==> config.mk <==
export PLATFORM = sky130hd
export DESIGN_NAME = axis_dispatcher
export DESIGN_NICKNAME = d
export VERILOG_FILES = /design/src/rtl/axis_dispatcher_pkg.sv /design/src/rtl/axis_reg_slice.sv /design/src/rtl/axis_dispatcher.sv
export SDC_FILE = /design/constraint.sdc
export NUM_CORES = 1
export LEC_CHECK = 0
export ABC_AREA = 1
export BUFFER_PORTS_ARGS = -buffer_cell sky130_fd_sc_hd__buf_2
export CAP_MARGIN = 20
export CORE_ASPECT_RATIO = 0.8
export CORE_MARGIN = 10
export CORE_UTILIZATION = 55
export CTS_BUF_LIST = sky130_fd_sc_hd__clkbuf_4 sky130_fd_sc_hd__clkbuf_8 sky130_fd_sc_hd__clkbuf_16
export DETAILED_ROUTE_END_ITERATION = 8
export GPL_ROUTABILITY_DRIVEN = 0
export PLACE_DENSITY = 0.83
export SYNTH_ARGS = -nofsm -noshare
export SYNTH_HDL_FRONTEND = slang
export SYNTH_SLANG_ARGS = --single-unit
==> constraint.sdc <==
create_clock -name i_clk -period 3.7 [get_ports i_clk]
set_input_delay 1.11 -clock i_clk [delete_from_list [all_inputs] [get_ports i_clk]]
set_output_delay 1.11 -clock i_clk [all_outputs]
set_load 0.01 [all_outputs]
==> src/rtl/axis_dispatcher_pkg.sv <==
// Shared definitions for the receive-side dispatcher and its transmit-side arbiter:
// FSM encoding, user sideband field positions, protocol constants, beat struct.
package axis_dispatcher_pkg;

  localparam int DATA_W = 64;
  localparam int USER_W = 80;
  localparam int KEEP_W = 8;

  typedef enum logic [1:0] {
    ST_IDLE   = 2'd0,
    ST_FWD_C0 = 2'd1,
    ST_FWD_C1 = 2'd2
  } state_e;

  localparam int ETYPE_MSB   = 63;
  localparam int ETYPE_LSB   = 48;
  localparam int IPPROTO_MSB = 39;
  localparam int IPPROTO_LSB = 32;
  localparam int MAC_LEN_MSB = 79;
  localparam int MAC_LEN_LSB = 64;
  localparam int IP_LEN_MSB  = 55;
  localparam int IP_LEN_LSB  = 40;

  localparam logic [15:0] ETH_IPV4   = 16'h0800;
  localparam logic [15:0] ETH_ARP    = 16'h0806;
  localparam logic [7:0]  PROTO_UDP  = 8'h11;
  localparam logic [7:0]  PROTO_ICMP = 8'h01;

  localparam logic [23:0] LAYER_MAC = "MAC";
  localparam logic [23:0] LAYER_IP  = {8'h00, "IP"};

  typedef struct packed {
    logic [DATA_W-1:0] data;
    logic [USER_W-1:0] user;
    logic [KEEP_W-1:0] keep;
    logic              last;
  } beat_t;

  // IP mode compares only the low byte of the match key against the protocol field
  function automatic logic key_match(input logic [23:0]       layer,
                                     input logic [USER_W-1:0] user,
                                     input logic [15:0]       match);
    if (layer == LAYER_IP)
      return user[IPPROTO_MSB:IPPROTO_LSB] == match[7:0];
    return user[ETYPE_MSB:ETYPE_LSB] == match;
  endfunction

endpackage

==> src/rtl/axis_reg_slice.sv <==
// Single-entry register slice carrying one full beat (data/user/keep/last) with valid/ready.
module axis_reg_slice
  import axis_dispatcher_pkg::*;
(
  input  logic  clk,
  input  logic  rst,
  input  logic  load,
  input  beat_t in_beat,
  output logic  free,
  output logic  out_valid,
  output beat_t out_beat,
  input  logic  out_ready
);

  assign free = !out_valid || out_ready;

  // load is only raised while free, so a pending beat is never overwritten
  always_ff @(posedge clk) begin
    if (rst) begin
      out_valid <= 1'b0;
      out_beat  <= '0;
    end else if (load) begin
      out_valid <= 1'b1;
      out_beat  <= in_beat;
    end else if (out_ready) begin
      out_valid <= 1'b0;
    end
  end

endmodule

==> src/rtl/axis_dispatcher.sv <==
// Routes whole AXI-Stream packets to c0 or c1 by a key in the first beat's user word.
module axis_dispatcher
  import axis_dispatcher_pkg::*;
#(
  parameter logic [23:0] P_DISPATCH_LAYER = "MAC",
  parameter logic [15:0] P_C0_MATCH       = 16'h0800
) (
  input  logic              i_clk,
  input  logic              i_rst,
  input  logic [DATA_W-1:0] s_axis_in_data,
  input  logic [USER_W-1:0] s_axis_in_user,
  input  logic [KEEP_W-1:0] s_axis_in_keep,
  input  logic              s_axis_in_last,
  input  logic              s_axis_in_valid,
  output logic              s_axis_in_ready,
  output logic [DATA_W-1:0] m_axis_c0_data,
  output logic [USER_W-1:0] m_axis_c0_user,
  output logic [KEEP_W-1:0] m_axis_c0_keep,
  output logic              m_axis_c0_last,
  output logic              m_axis_c0_valid,
  input  logic              m_axis_c0_ready,
  output logic [DATA_W-1:0] m_axis_c1_data,
  output logic [USER_W-1:0] m_axis_c1_user,
  output logic [KEEP_W-1:0] m_axis_c1_keep,
  output logic              m_axis_c1_last,
  output logic              m_axis_c1_valid,
  input  logic              m_axis_c1_ready,
  output logic [15:0]       o_c0_pkt_cnt,
  output logic [15:0]       o_c1_pkt_cnt
);

  state_e            state, state_nxt;
  logic [USER_W-1:0] user_q;
  logic              c0_free, c1_free;
  logic              load_c0, load_c1;
  logic              in_ready, accept, match;
  beat_t             in_beat, c0_beat, c1_beat;

  assign match  = key_match(P_DISPATCH_LAYER, s_axis_in_user, P_C0_MATCH);
  assign accept = s_axis_in_valid && in_ready;

  // later beats reuse the user word latched from the first beat
  assign in_beat.data = s_axis_in_data;
  assign in_beat.user = (state == ST_IDLE) ? s_axis_in_user : user_q;
  assign in_beat.keep = s_axis_in_keep;
  assign in_beat.last = s_axis_in_last;

  always_ff @(posedge i_clk) begin
    if (i_rst) state <= ST_IDLE;
    else       state <= state_nxt;
  end

  // ready never looks at s_axis_in_valid; IDLE needs both slices since the target is unknown
  always_comb begin
    state_nxt = state;
    in_ready  = 1'b0;
    load_c0   = 1'b0;
    load_c1   = 1'b0;
    case (state)
      ST_IDLE: begin
        in_ready = c0_free && c1_free;
        if (s_axis_in_valid && in_ready) begin
          load_c0 = match;
          load_c1 = !match;
          if (!s_axis_in_last) state_nxt = match ? ST_FWD_C0 : ST_FWD_C1;
        end
      end
      ST_FWD_C0: begin
        in_ready = c0_free;
        if (s_axis_in_valid && in_ready) begin
          load_c0 = 1'b1;
          if (s_axis_in_last) state_nxt = ST_IDLE;
        end
      end
      ST_FWD_C1: begin
        in_ready = c1_free;
        if (s_axis_in_valid && in_ready) begin
          load_c1 = 1'b1;
          if (s_axis_in_last) state_nxt = ST_IDLE;
        end
      end
      default: state_nxt = ST_IDLE;
    endcase
  end

  assign s_axis_in_ready = in_ready;

  always_ff @(posedge i_clk) begin
    if (i_rst)                            user_q <= '0;
    else if (state == ST_IDLE && accept)  user_q <= s_axis_in_user;
  end

  axis_reg_slice u_slice_c0 (
    .clk       (i_clk),
    .rst       (i_rst),
    .load      (load_c0),
    .in_beat   (in_beat),
    .free      (c0_free),
    .out_valid (m_axis_c0_valid),
    .out_beat  (c0_beat),
    .out_ready (m_axis_c0_ready)
  );

  axis_reg_slice u_slice_c1 (
    .clk       (i_clk),
    .rst       (i_rst),
    .load      (load_c1),
    .in_beat   (in_beat),
    .free      (c1_free),
    .out_valid (m_axis_c1_valid),
    .out_beat  (c1_beat),
    .out_ready (m_axis_c1_ready)
  );

  assign m_axis_c0_data = c0_beat.data;
  assign m_axis_c0_user = c0_beat.user;
  assign m_axis_c0_keep = c0_beat.keep;
  assign m_axis_c0_last = c0_beat.last;
  assign m_axis_c1_data = c1_beat.data;
  assign m_axis_c1_user = c1_beat.user;
  assign m_axis_c1_keep = c1_beat.keep;
  assign m_axis_c1_last = c1_beat.last;

  // packets are counted when their last beat leaves the slice
  always_ff @(posedge i_clk) begin
    if (i_rst) begin
      o_c0_pkt_cnt <= '0;
      o_c1_pkt_cnt <= '0;
    end else begin
      if (m_axis_c0_valid && m_axis_c0_ready && m_axis_c0_last) o_c0_pkt_cnt <= o_c0_pkt_cnt + 16'd1;
      if (m_axis_c1_valid && m_axis_c1_ready && m_axis_c1_last) o_c1_pkt_cnt <= o_c1_pkt_cnt + 16'd1;
    end
  end

endmodule

==> results_tabular.tex <==
\begin{tabular}{lr}
\hline
Metric & Value \\
\hline
\multicolumn{2}{l}{\textbf{Routing}} \\
\quad Post-route antenna net violation count & 0 \\
\quad Post-detailed-route DRC marker count & 0 \\
\quad Starting DRC count in detailed routing & 1650 \\
\quad Number of vias per cell after detailed routing & 5.062 \\
\quad Routed wire length & 57590 um \\
\quad Routed vias & 17970 \\
\quad WL per Instance & 16.22 um \\
\quad First-pass DRT Iterations & 6 \\
\multicolumn{2}{l}{\textbf{Yosys}} \\
\quad Cell area after technology mapping & 17920 um\^{}2 \\
\quad Gate count after technology mapping & 2665 \\
\quad Fraction of the yosys area taken by sequential cells & 0.4715 \\
\quad Number of nets in the synthesized netlist & 2829 \\
\quad Number of synthesized register bits & 422 \\
\quad Avg Cell Area, Syn & 6.723 um\^{}2 \\
\quad Syn. warnings & 0 \\
\quad Number of different library cells in the post-synthesis netlist & 26 \\
\multicolumn{2}{l}{\textbf{Clocking}} \\
\quad Library cell used as clock root buffer & clkbuf\_16 \\
\quad Clock tree sinks & 422 \\
\quad Max H-tree Level & 2 \\
\quad Skew-Pair Late Insertion Delay & 0.54 ns \\
\quad Clock tree from TritonCTS & done \\
\quad Clock-pin transition on the worst setup and hold timing paths & 0.07 ns \\
\quad Number of buffers inserted for hold repair after clock tree synthesis & 0 \\
\quad Post-CTS setup buffers & 0 \\
\quad Count of cells resized by post-cts repair & 0 \\
\quad Number of buffers created by CTS & 42 \\
\quad Buffer depth of the longest clock path & 3 \\
\multicolumn{2}{l}{\textbf{Pwr}} \\
\quad Power density cells & 556.4 nW/um\^{}2 \\
\quad Peak supply drop & 0.3994 mV \\
\quad Reported leakage power & 11.55 nW \\
\quad Power, Total & 0.01229 W \\
\multicolumn{2}{l}{\textbf{STA}} \\
\quad Number of hold violations in the final report & 0 \\
\quad Worst Clk Skew & 0.01648 ns \\
\quad Number of setup violations in the final report & 0 \\
\quad Unrepaired setup endpoints after global routing & no \\
\quad Worst Tran Pin Value & 1.117 ns \\
\quad Final period util & 0.8799 \\
\quad Max Clk Rate & 307.1 MHz \\
\quad Worst max-slew margin expressed relative to the limit & 0.2553 \\
\quad Worst slack on hold paths & 0.4604 ns \\
\quad Setup TNS & 0 ns \\
\quad Final-report max-slew violation count & 0 \\
\quad Post-route minimum period & 3.256 ns \\
\multicolumn{2}{l}{\textbf{Flow run}} \\
\quad Max-capacitance violation count & 0 \\
\multicolumn{2}{l}{\textbf{Run status}} \\
\quad Status & complete, no violations \\
\multicolumn{2}{l}{\textbf{Place}} \\
\quad IO Port Bufs & 498 \\
\quad Post-detailed-placement half-perimeter wirelength & 39720 um \\
\multicolumn{2}{l}{\textbf{Hold path}} \\
\quad Class of the worst hold path & reg2reg \\
\multicolumn{2}{l}{\textbf{GRT}} \\
\quad Met2 Use GR & 0.4662 \\
\quad GRT met3 Usage & 0.06196 \\
\quad Met1 Use GR & 0.3104 \\
\quad Via count of the first global-routing pass & 17130 \\
\quad Maximum number of pins on one net before global-route repair & 116 \\
\quad Number of antenna violations at the first check in global routing & 12 \\
\quad Most congested layer reported by global routing & met2 \\
\quad Global route total overflow & 0 \\
\quad Wire length of the first global-routing pass & 90000 um \\
\quad Total GRT Usage & 0.2704 \\
\multicolumn{2}{l}{\textbf{Worst setup path}} \\
\quad Slack of the worst reg-to-reg path & 1.19 ns \\
\quad Endpoint type of the worst setup path & output pin \\
\quad Critical setup path kind & in2out \\
\quad Largest fanout on the critical path & 3 \\
\quad Library cell contributing the largest single delay on the critical path & a21oi\_1 \\
\quad Worst endpoint data arrival time & 2.15 ns \\
\quad Data required time of the worst path & 2.59 ns \\
\quad Critical path, cell by cell & buf\_2 > inv\_1 > nand2\_1 > inv\_2 > a21oi\_1 > nand2\_1 > inv\_1 > buf\_2 \\
\quad CP peak stage delay & 0.31 ns \\
\quad Startpoint type of the worst setup path & input pin \\
\multicolumn{2}{l}{\textbf{Floorplanning}} \\
\quad Effective utilization at floorplan & 0.5541 \\
\quad DIE HEIGHT & 181.4 um \\
\quad Die footprint & 40240 um\^{}2 \\
\quad Area inside the core boundary & 32330 um\^{}2 \\
\quad Number of placement rows & 59 \\
\quad Num ports & 499 \\
\quad Horizontal extent of the die & 221.8 um \\
\multicolumn{2}{l}{\textbf{Layout}} \\
\quad Layout fillers & 2673 \\
\quad Post-synthesis to final-layout area growth & 23.26\% \\
\quad Fraction of final layout cells with drive strength greater than 1 & 0.2102 \\
\quad Post-layout nets & 3246 \\
\hline
\end{tabular}
area by class of cell:
class | instances | area, um^2 | area share
antenna | 12 | 30.03 | 0.001360
sequential | 422 | 8448 | 0.3825
clock buffer | 66 | 1365 | 0.06181
inverter | 286 | 1084 | 0.04906
multi-input combinational | 1803 | 7654 | 0.3466
timing repair buffer | 527 | 2835 | 0.1284
tap | 427 | 534.3 | 0.02419
clock inverter | 7 | 135.1 | 0.006119
power breakdown:
group	total [W]	internal, W	switching [W]
sequential	0.00520	0.00497	0.000230
combinational	0.00252	0.000896	0.00163
clock	0.00456	0.00280	0.00176
per-layer routing:
layer,vias up,share of wire
li1,8865,-
met1,8168,0.38
met2,767,0.48
met3,167,0.081
met4,2,0.051
met5,-,0.00012
flip-flops by register name (all words and copies together) (netlist names):
register / count
u_slice_c1.out_beat: 153
user_q: 80
state: 2
o_c0_pkt_cnt: 16
u_slice_c0.out_beat: 153
u_slice_c1.out_valid: 1
o_c1_pkt_cnt: 16
u_slice_c0.out_valid: 1
cells by family after synthesis:
family,after synthesis,synth area share
buf+inv,440,0.1040
mux,37,0.02067
simple gates,1584,0.3502
compound gates,176,0.04944
fa+ha+maj,6,0.004190
flops,422,0.4715
cell usage after synthesis:
| cell | n | share of area |
|---|---|---|
| o21ai_0 | 119 | 0.033 |
| o21bai_1 | 1 | 0.00042 |
| nor2_1 | 766 | 0.16 |
| nand2_4 | 1 | 0.00063 |
| nand2_1 | 627 | 0.13 |
| ha_1 | 6 | 0.0042 |
| clkbuf_1 | 48 | 0.010 |
| inv_2 | 4 | 0.00084 |
| nor2_4 | 1 | 0.00063 |
| a211oi_1 | 1 | 0.00042 |
| nand3_1 | 132 | 0.037 |
| nor3_1 | 8 | 0.0022 |
| nand4_1 | 4 | 0.0014 |
| inv_1 | 281 | 0.059 |
| mux2i_1 | 37 | 0.021 |
| nand3b_2 | 1 | 0.00063 |
| clkinv_1 | 1 | 0.00021 |
| buf_6 | 1 | 0.00063 |
| nand3_4 | 1 | 0.00098 |
| buf_4 | 39 | 0.016 |
| buf_1 | 20 | 0.0042 |
| or2_2 | 42 | 0.015 |
| buf_2 | 46 | 0.013 |
| nand2_2 | 1 | 0.00035 |
| dfxtp_1 | 422 | 0.47 |
| a21oi_1 | 55 | 0.015 |
through the flow:
step                      worst slack (ns)    util  cell area [um^2]  instances
after CTS                           0.4487  0.6821             22050       3538
final                               0.4443  0.6830             22080       3550
after global placement              0.4402  0.6357             20550       3465
after global routing                0.3697  0.6827             22070       3546
after detailed placement            0.4531  0.6357             20550       3465
after floorplan                     0.9637       -             17920       2665
cell usage in the layout, fill, tap and decap left out, drive strengths merged:
master,Yosys,final
nor2,767,767
nand2,629,629
buf,106,527
dfxtp,422,422
inv,285,285
nand3,133,133
o21ai,119,119
clkbuf,48,66
a21oi,55,55
or2,42,42
mux2i,37,37
diode,0,12
nor3,8,8
ha,6,6
nand4,4,4
bufinv,0,4
clkinv,1,4
o21bai,1,1
nand3b,1,1
a211oi,1,1
worst max-delay path: cells and delay by family:
kind	cells	cell delay [ns]
AO/OA/AOI/OAI	1	0.31
buffers and inverters	5	0.44
AND/OR/NAND/NOR	2	0.28
path summary, 6_finish.rpt:
path                        start                 endpoint  depth (start not counted)
setup / recovery  m_axis_c1_ready          s_axis_in_ready                          8
hold / removal         user_q[79]               user_q[79]                          2
setup reg to reg         state[0]  u_slice_c1.out_beat[22]                          7
hold reg to reg        user_q[79]               user_q[79]                          2
No activity file was read; power rests on OpenSTA's default activity.
